File: src/rtl/store_buffer.sv
// Store buffer: formats SB/SH/SW requests into word address, lane-replicated data and byte
// enables, queues them in a FIFO and drains to data memory. Optional STORE_BUFFER_LDHAZ_EN.
module store_buffer #(
  parameter int unsigned DEPTH = 4,
  parameter int unsigned CW    = $clog2(DEPTH) + 1
) (
  input  logic          clk,
  input  logic          rst_n,
  input  logic          st_valid,
  output logic          st_ready,
  input  logic [2:0]    st_sel,
  input  logic [31:0]   st_addr,
  input  logic [31:0]   st_data,
  output logic          mem_valid,
  input  logic          mem_ready,
  output logic [31:0]   mem_addr,
  output logic [31:0]   mem_wdata,
  output logic [3:0]    mem_be,
  output logic          st_err,
  output logic [CW-1:0] count,
  output logic          empty
`ifdef STORE_BUFFER_LDHAZ_EN
  ,
  input  logic [31:0]   ld_addr,
  output logic          ld_hazard
`endif
);

  localparam int unsigned PW = (DEPTH > 1) ? $clog2(DEPTH) : 1;

  logic [PW-1:0] wr_ptr_q, wr_ptr_d;
  logic [PW-1:0] rd_ptr_q, rd_ptr_d;
  logic [CW-1:0] count_q, count_d;
  logic          st_err_q, st_err_d;

  logic [29:0] waddr_q [DEPTH];
  logic [31:0] wdata_q [DEPTH];
  logic [3:0]  be_q    [DEPTH];

  logic        fmt_ok;
  logic [3:0]  fmt_be;
  logic [31:0] fmt_wdata;
  logic        accept, push, pop;

  // Unknown or reserved encodings fall through to the error default.
  always_comb begin
    fmt_ok    = 1'b0;
    fmt_be    = 4'b0000;
    fmt_wdata = 32'h0;
    case (st_sel)
      3'b000: begin
        fmt_ok    = 1'b1;
        fmt_be    = 4'b0001 << st_addr[1:0];
        fmt_wdata = {4{st_data[7:0]}};
      end
      3'b001: begin
        fmt_ok    = ~st_addr[0];
        fmt_be    = st_addr[1] ? 4'b1100 : 4'b0011;
        fmt_wdata = {2{st_data[15:0]}};
      end
      3'b010: begin
        fmt_ok    = (st_addr[1:0] == 2'b00);
        fmt_be    = 4'b1111;
        fmt_wdata = st_data;
      end
      default: fmt_ok = 1'b0;
    endcase
  end

  assign empty     = (count_q == '0);
  assign st_ready  = (count_q != CW'(DEPTH));
  assign mem_valid = ~empty;
  assign count     = count_q;
  assign st_err    = st_err_q;

  assign accept = st_valid & st_ready;
  assign push   = accept & fmt_ok;
  assign pop    = mem_valid & mem_ready;

  always_comb begin
    wr_ptr_d = wr_ptr_q;
    rd_ptr_d = rd_ptr_q;
    count_d  = count_q;
    st_err_d = accept & ~fmt_ok;
    if (push) wr_ptr_d = wr_ptr_q + PW'(1);
    if (pop)  rd_ptr_d = rd_ptr_q + PW'(1);
    case ({push, pop})
      2'b10:   count_d = count_q + CW'(1);
      2'b01:   count_d = count_q - CW'(1);
      default: count_d = count_q;
    endcase
  end

  always_ff @(posedge clk or negedge rst_n) begin
    if (!rst_n) begin
      wr_ptr_q <= '0;
      rd_ptr_q <= '0;
      count_q  <= '0;
      st_err_q <= 1'b0;
    end else begin
      wr_ptr_q <= wr_ptr_d;
      rd_ptr_q <= rd_ptr_d;
      count_q  <= count_d;
      st_err_q <= st_err_d;
    end
  end

  // Payload storage needs no reset: the head is masked to zero whenever the buffer is empty.
  always_ff @(posedge clk) begin
    if (push) begin
      waddr_q[wr_ptr_q] <= st_addr[31:2];
      wdata_q[wr_ptr_q] <= fmt_wdata;
      be_q[wr_ptr_q]    <= fmt_be;
    end
  end

  assign mem_addr  = empty ? 32'h0 : {waddr_q[rd_ptr_q], 2'b00};
  assign mem_wdata = empty ? 32'h0 : wdata_q[rd_ptr_q];
  assign mem_be    = empty ? 4'h0  : be_q[rd_ptr_q];

`ifdef STORE_BUFFER_LDHAZ_EN
  logic [PW-1:0] hz_off;
  logic          unused_ld_lsb;

  assign unused_ld_lsb = ^ld_addr[1:0];

  // Entry i is occupied when its distance from the head is below the occupancy count.
  always_comb begin
    hz_off    = '0;
    ld_hazard = push & (st_addr[31:2] == ld_addr[31:2]);
    for (int unsigned i = 0; i < DEPTH; i++) begin
      hz_off = PW'(i) - rd_ptr_q;
      if ((CW'(hz_off) < count_q) && (waddr_q[i] == ld_addr[31:2])) ld_hazard = 1'b1;
    end
  end
`endif

endmodule

File: config.mk
export PLATFORM = sky130hd
export DESIGN_NAME = store_buffer
export DESIGN_NICKNAME = d
export VERILOG_FILES = /design/src/rtl/store_buffer.sv
export SDC_FILE = /design/constraint.sdc
export NUM_CORES = 1
export LEC_CHECK = 0
export CAP_MARGIN = 20
export CORE_ASPECT_RATIO = 0.6
export CORE_MARGIN = 5
export CORE_UTILIZATION = 35
export CTS_BUF_LIST = sky130_fd_sc_hd__clkbuf_8
export DETAILED_ROUTE_END_ITERATION = 8
export PLACE_DENSITY = 0.55
export SYNTH_ARGS = -nofsm -noshare
export SYNTH_HDL_FRONTEND = slang
export SYNTH_SLANG_ARGS = --single-unit
File: constraint.sdc
create_clock -name clk -period 4.05 [get_ports clk]
set_clock_uncertainty 0.2 [all_clocks]
set_input_delay 0.81 -clock clk [delete_from_list [all_inputs] [get_ports clk]]
set_output_delay 0.81 -clock clk [all_outputs]
set_load 0.005 [all_outputs]
==> run_results.csv, run 1 <==
group,metric,value,unit
worst_setup_path,crit_slowest_cell,"or3_2",
routing,dr_total_vias,5730,
routing,drt_first_pass_iters,4,
global_route,grt_pass1_wl,38.8,mm
routing,drtIter0Drc,337,
synthesis,synth_edf_count,264,
synthesis,seq_area_frac_synth,73.6,%
clock_tree,ctsResizeCount,0,
synthesis,syn_area_per_cell,19.3,um2
power,ir_worst_vdd,0.257,mV
sta,period_share,92.7,%
worst_setup_path,cpPeakStageDelay,0.80,ns
final_layout,drive_above_1_share,20.9,%
place,routabilityCongestion,0.736,
worst_hold_path,holdCritPathClass,"in2async",
synthesis,synth_cells,571,
final_layout,nNetsFinal,822,
sta,fin_setup_tns,0,ns
final_layout,layout_commonest_cell,"edfxtp_1",
global_route,gr-total-overflow,0,
sta,fin_crit,3.76,ns
run_status,outcome,"finished clean",
sta,tightest_slew,0.559,ns
synthesis,yosysUniqueCellTypes,30,
floorplan,row_count,50,
clock_tree,cts.sinks,272,
routing,post_drt_wl_per_cell,21.5,um
power,power,8.72,mW
clock_tree,max-clock-path-buffers,3,
floorplan,initial_utilization,35.4,%
global_route,grt_pass1_vias,6342,
synthesis,synth_seq_cells,272,
worst_setup_path,worstPathArrival,2.75,ns
routing,routed_via_density,4.81,
synthesis,synthFlopType,"edfxtp_1",
clock_tree,htree_levels,2,
power,p_leak,4.63,nW
floorplan,die_w,239,um
global_route,antenna_found_initial,1,
clock_tree,cts_buffers,42,
worst_setup_path,criticalPathCategory,"reg2out",
sta,drv_slew,0,
clock_tree,cts_setup_buffers,0,
final_layout,layout_common_cells,"edfxtp_1 (264), clkdlybuf4s50_1 (143), and2_1 (75)",
worst_setup_path,crit_path_max_fanout,44,
routing,wl,25.6,mm
clock_tree,cts_tree,"yes",
clock_tree,ctsHoldBuffers,0,
routing,postRouteAntennaNets,0,
synthesis,async_flop_share,2.94,%
routing,drc,0,
power,power_density,626,mW/mm2
job,cap_violations,0,
worst_setup_path,start_kind,"register",
sta,setup_viol,0,
global_route,grt_max_degree,45,
clock_tree,clock_latency,0.54,ns
floorplan,die_h,148,um
sta,slew_headroom,62.7,%
floorplan,pin_count,146,
sta,fmax,266,MHz
clock_tree,root_buffer,"clkbuf_8",
synthesis,yosysWarnings,0,
global_route,grt_usage,14.4,%
sta,hold_viol,0,
synthesis,netlist_area,0.0110,mm2
worst_setup_path,crit_required,3.04,ns
clock_tree,path_clk_slew,0.07,ns
worst_setup_path,end_kind,"primary output",
final_layout,area_delta_synth_final,26.2,%
floorplan,dieArea,0.0353,mm2
place,io_buffers,143,
worst_setup_path,crit_chain,"or3_2 -> buf_12 -> and2_1 -> clkdlybuf4s50_1",
place,dp_hpwl,16.8,mm
sta,rsz0062_at_grt,"no",
floorplan,core_area,0.0312,mm2
worst paths after layout:
check	startpoint	endpoint	slack (ns)	cells past startpoint
min in group clk	count[2]	count[2]	0.38	1
setup reg to reg	count[0]	count[2]	1.12	9
hold / removal	rst_n	rd_ptr_q[0]	0.38	1
max in group asynchronous	rst_n	rd_ptr_q[1]	2.93	1
hold reg to reg	count[2]	count[2]	0.38	1
setup / recovery	count[0]	mem_wdata[21]	0.29	4
layout make-up:
type                            instances  area [um2]
Sequential cell                       272        8140
Inverter                                8        30.0
Clock buffer                           49         674
Antenna cell                            1        2.50
Tap cell                              416         520
Clock inverter                         24         180
Timing Repair Buffer                  163        1710
Multi-Input combinational cell        258        2680
Fill cell                            2720       17200
cells by family after synthesis:
family	count (synthesis)	share of synthesized area (%)
flops	272	73.6
buf+inv	42	2.19
xor+xnor	7	0.556
other cells	1	0.0340
mux	76	14.4
simple gates	137	6.99
compound gates	30	1.45
fa+ha+maj	6	0.748
critical path, delay by kind of cell (launching register included):
kind,cells,cell delay [ns]
simple gates,2,0.99
flops,1,0.46
buf+inv,2,0.74
cell usage after synthesis, types with 6 or more instances:
master / count / share of area (%)
edfxtp_1: 264 / 72
and2_1: 79 / 4.5
mux4_2: 66 / 13
a21oi_1: 26 / 1.2
nor2_1: 22 / 0.75
clkbuf_1: 14 / 0.48
nand2_1: 14 / 0.48
nor2b_1: 11 / 0.62
mux2i_1: 9 / 0.82
dfrtp_1: 8 / 1.8
inv_1: 8 / 0.27
buf_2: 7 / 0.32
or2_2: 6 / 0.34
registers in the layout, indices dropped and copies added, names as in the netlist:
register	count
be_q	16
count	3
rd_ptr_q	2
st_err	1
waddr_q	120
wdata_q	128
wr_ptr_q	2
metrics by stage:
step                      setup WS (ns)  cells  area (um2)  util, %  hold slack, ns
after global placement            0.634   1117       13100     42.0           0.342
after floorplan                   0.339    572       11000        -           0.290
after detailed placement          0.578   1117       13100     42.0           0.367
after global routing              0.129   1190       13900     44.7           0.350
after CTS                         0.200   1190       13900     44.7           0.324
final                             0.295   1191       13900     44.7           0.376
per-layer routing:
layer	vias up	part of all wire (%)	track usage (%)
li1	2570	-	-
met1	2943	46	20.6
met2	188	46	22.2
met3	27	7.5	4.18
met4	2	1.1	3.22
met5	-	0.051	0
report_power, final:
part,switching [mW],leakage [nW],internal [mW]
Combinational,1.15,1.65,1.80
Clock,1.03,0.479,1.29
Sequential,0.159,2.50,3.28
Total,2.34,4.63,6.38
Power figures use the tool's default switching activity.
==> run 2: changes to the inputs <==
- CORE_MARGIN: 5 -> not set
- PLACE_DENSITY: 0.55 -> 0.67
- SETUP_SLACK_MARGIN: not set -> 0.02
==> run 2 against run 1 <==
Effect of this change:
- non-clock buffer count is 2 higher
- largest power group unchanged
- first-iteration DRC count up 17%
- utilization rose by 0.62 points
- via count is 0.26% lower
- highest routed layer is now met4
==> run_results.csv, run 2 (synthesis gave the netlist of run 1 again) <==
group,metric,value,unit
place,dp_hpwl,15.4,mm
power,ir_worst_vdd,0.310,mV
place,routabilityCongestion,0.762,
final_layout,drive_above_1_share,19.8,%
power,clockPowerShare,24.2,%
final_layout,reg_top3,"wdata_q: 128 flops, waddr_q: 120 flops, be_q: 16 flops",
power,p_leak,4.58,nW
routing,drtIter0Drc,393,
final_layout,layout_common_cells,"edfxtp_1 (264), clkdlybuf4s50_1 (143), and2_1 (75)",
floorplan,row_count,49,
floorplan,pin_count,146,
job,cap_violations,0,
clock_tree,cts_buffers,40,
routing,dr_total_vias,5715,
final_layout,layout_commonest_cell,"edfxtp_1",
sta,hold_viol,0,
worst_hold_path,holdCritPathClass,"in2async",
run_status,outcome,"finished clean",
clock_tree,cts.sinks,272,
sta,slew_headroom,56.9,%
place,post-place-ws,0.724,ns
routing,wl,24.2,mm
floorplan,core_area,0.0305,mm2
clock_tree,cts_tree,"yes",
sta,layout_setup_ws,0.223,ns
worst_setup_path,crit_path_max_fanout,24,
final_layout,final_cells,1182,
global_route,antenna_found_initial,1,
routing,drt_first_pass_iters,4,
global_route,grt_usage,15.3,%
global_route,gr-total-overflow,0,
power,pwr-share-seq,41.7,%
final_layout,area_delta_synth_final,25.2,%
final_layout,stdcell_area,0.0138,mm2
final_layout,multi_input_area,0.00268,mm2
global_route,grt_pass1_wl,37.0,mm
clock_tree,cts_setup_buffers,0,
place,io_buffers,143,
floorplan,dieArea,0.0323,mm2
worst_setup_path,start_kind,"register",
routing,routed_via_density,4.84,
sta,fin_crit,3.83,ns
clock_tree,ctsResizeCount,0,
sta,rsz0062_at_grt,"no",
clock_tree,path_clk_slew,0.07,ns
power,power_density,610,mW/mm2
clock_tree,clock_latency,0.55,ns
worst_setup_path,criticalPathCategory,"reg2out",
power,p_int,6.14,mW
floorplan,die_w,231,um
final_layout,seqCellArea,0.00814,mm2
final_layout,nNetsFinal,822,
global_route,grt_max_degree,69,
clock_tree,root_buffer,"clkbuf_8",
routing,postRouteAntennaNets,0,
sta,fin_setup_tns,0,ns
worst_setup_path,crit_required,3.04,ns
sta,period_share,94.5,%
final_layout,nFillCells,2623,
clock_tree,htree_levels,2,
sta,drv_slew,0,
final_layout,largest_reg_flops,128,
floorplan,initial_utilization,36.2,%
floorplan,die_h,140,um
clock_tree,max-clock-path-buffers,3,
place,place_area,0.0131,mm2
final_layout,top_register,"wdata_q",
power,p_switching,2.29,mW
worst_setup_path,r2r_setup_slack,1.40,ns
routing,post_drt_wl_per_cell,20.4,um
worst_setup_path,rr_worst_depth,9,
sta,fmax,261,MHz
place,placed_cells,1109,
sta,tightest_slew,0.647,ns
global_route,grt_pass1_vias,6024,
worst_setup_path,end_kind,"primary output",
power,power,8.42,mW
clock_tree,ctsHoldBuffers,0,
power,combinationalPowerShare,34.1,%
worst_setup_path,worstPathArrival,2.82,ns
power,swShare,27.1,%
sta,setup_viol,0,
routing,drc,0,
==> run 2: cell count changes in the layout (fill, tap and decap cells not counted), moves of 2 or more <==
cell,delta
clkinv_2,-6
inv_1,+5
bufinv_16,-3
clkbuf_8,-3
clkinv_1,+3
buf_4,+2
==> run 2: worst max-delay path: stages (launching register included) <==
cell and delay [ns]:
dfrtp_4 0.78, buf_12 0.26, mux4_2 0.58, and2_1 0.19, clkdlybuf4s50_1 0.44
==> run 2: path summary, 6_finish.rpt <==
check,to,startpoint
max in group asynchronous,rd_ptr_q[0],rst_n
hold / removal,wr_ptr_q[0],rst_n
setup reg to reg,count[2],count[0]
setup / recovery,mem_wdata[19],rd_ptr_q[0]
min in group clk,count[2],count[2]
hold reg to reg,count[2],count[2]
==> run 2: layout make-up <==
cell class                      count  area share (%)
Tap cell                          408            3.70
Timing Repair Buffer              165            12.5
Sequential cell                   272            58.9
Inverter                            8           0.217
Multi-Input combinational cell    258            19.4
Clock inverter                     24           0.716
Antenna cell                        1          0.0181
Clock buffer                       46            4.58
==> run 2: stage by stage <==
step                utilization [%]  hold WS (ns)
floorplan                         -         0.290
global placement               42.8         0.314
detailed placement             42.8         0.327
CTS                            45.2         0.331
global route                   45.3         0.356
finish                         45.3         0.335
==> run 2: power groups by stage <==
stage | Sequential [mW] | Combinational, mW | Clock [mW]
CTS | 3.52 | 2.93 | 2.11
finish | 3.51 | 2.87 | 2.04
global placement | 3.57 | 2.92 | 0
floorplan | 3.39 | 1.63 | 0
global route | 3.54 | 3.11 | 2.23
detailed placement | 3.58 | 2.92 | 0
==> run 2: routing by layer <==
layer,up-vias,track usage [%],part of all wire (%),routed length (um)
met2,178,22.5,45,10900
met4,0,3.66,1.3,306
met5,-,0,0,0
met1,2939,22.7,47,11300
met3,31,4.08,6.8,1650
li1,2567,-,-,-
==> variant: new RTL, flow settings as in run 2 <==
Change the parameter `DEPTH` from 4 to 8.
--- a/src/rtl/store_buffer.sv
+++ b/src/rtl/store_buffer.sv
@@ -2,5 +2,5 @@
 // enables, queues them in a FIFO and drains to data memory. Optional STORE_BUFFER_LDHAZ_EN.
 module store_buffer #(
-  parameter int unsigned DEPTH = 4,
+  parameter int unsigned DEPTH = 8,
   parameter int unsigned CW    = $clog2(DEPTH) + 1
 ) (
Ports: changed (resized count); port bits go from 146 to 147. The function was not compared with the original's and may differ.
==> variant against run 2 <==
Combinational power is 98% higher. Sequential cell count is 267 higher. Core utilization is 2.2 points lower. Hold slack worse by 0.0048 ns. Routed wire length is 100% higher. Design area is 82% higher. Total power is 91% higher. Die area is 88% higher. Setup slack worse by 0.086 ns. Synthesized area is 89% higher. Highest routed layer unchanged.
==> variant: results <==
metrics = {
    "run_status": {
        "status": "finished, final reports clean",
    },
    "placement": {
        "pre_cts_ws_ns": 0.4591,
        "dpl.cell_count": 1842,
        "place_area_um2": 23620,
        "portBuffers": 144,
    },
    "critical_path": {
        "rrSetupSlack_ns": 1.05,
        "startpoint": "count[3]",
        "reg2reg_depth": 12,
        "path_delay_family": "buffers and inverters",
        "crit_slowest_cell": "or4_4",
        "crit_end": "mem_wdata[30]",
        "worst-path-max-fanout": 33,
        "slowest_delay_ns": 0.62,
        "critPathArrivalTime_ns": 2.90,
    },
    "cells_and_area": {
        "layout.nets": 1238,
        "multi_input_area_share_pct": 18.34,
        "clkCellAreaFrac_pct": 5.378,
        "inv_count": 5,
        "seq_area_um2": 16140,
        "buffers": 189,
        "layout.cells.non_filler": 1993,
        "reg_top3": "wdata_q x256, waddr_q x240, be_q x32",
        "fill_cells": 5027,
        "final-nonclk-buf-share_pct": 8.141,
        "utilization_pct": 43.18,
        "drive_gt1_share_pct": 25.27,
        "comb.multi_input.count": 349,
    },
    "timing": {
        "final.period_utilization_pct": 96.61,
        "hold-worst-slack_ns": 0.3305,
        "worst_slew_margin_rel_pct": 51.61,
    },
    "power": {
        "p_sw_mw": 4.810,
        "power.leakage_nw": 8.135,
    },
    "yosys": {
        "yosys-top-cells-area": "edfxtp_1 (76%), mux4_2 (14%), a22o_1 (2.8%)",
        "async_reset_ff_share_pct": 2.041,
        "muxShareOfSynthArea_pct": 14.73,
        "synthCells": 947,
        "synthAdderAreaFrac_pct": 0.2996,
        "synth.yosys.seq_area_share_pct": 77.24,
        "synth-xor-area-share_pct": 0.3774,
        "synth-compound-area-share_pct": 3.703,
    },
    "grt": {
        "grt_pass1_wl_um": 71390,
        "grt_util_all_layers_pct": 16.30,
        "grt_pass1_vias": 10870,
    },
    "die": {
        "dieArea_um2": 60680,
    },
    "clocking": {
        "h-tree-depth": 3,
        "cts_resized": 5,
        "clock_sinks": 539,
        "clock_latency_ns": 0.62,
    },
    "route": {
        "firstDrtPassIters": 5,
        "vias": 10420,
        "wl_per_cell_um": 24.63,
    },
    "min_path": {
        "hp-class": "register to register",
    },
}
-- variant: cell count changes in the layout (fill, tap and decap cells not counted), moves of 6 or more --
cell	delta
edfxtp_1	+264
and2_1	-67
mux4_2	+66
a22o_1	+60
clkbuf_8	+32
inv_1	+14
buf_4	+11
clkinv_1	+11
buf_12	+9
nor2_4	+7
a22o_4	+6
nand2_1	+6
nor2_1	-6
-- variant: tightest hold or removal path: stages (launching register included) --
cell and delay [ns]:
dfrtp_1 0.38, nand2_1 0.06, nand2_1 0.05
-- variant: power by group through the flow --
stage | Combinational (mW) | Clock, mW | Sequential [mW]
floorplan | 3.08 | 0 | 6.60
global placement | 5.41 | 0 | 6.75
detailed placement | 5.42 | 0 | 6.76
CTS | 5.68 | 3.96 | 6.59
global route | 6.04 | 4.20 | 6.62
finish | 5.67 | 3.84 | 6.59
-- variant: layer usage --
layer	track usage, %	routed length [µm]
met5	0	0
met4	3.460	575
met3	3.255	2859
met2	24.54	22440
met1	24.42	23210
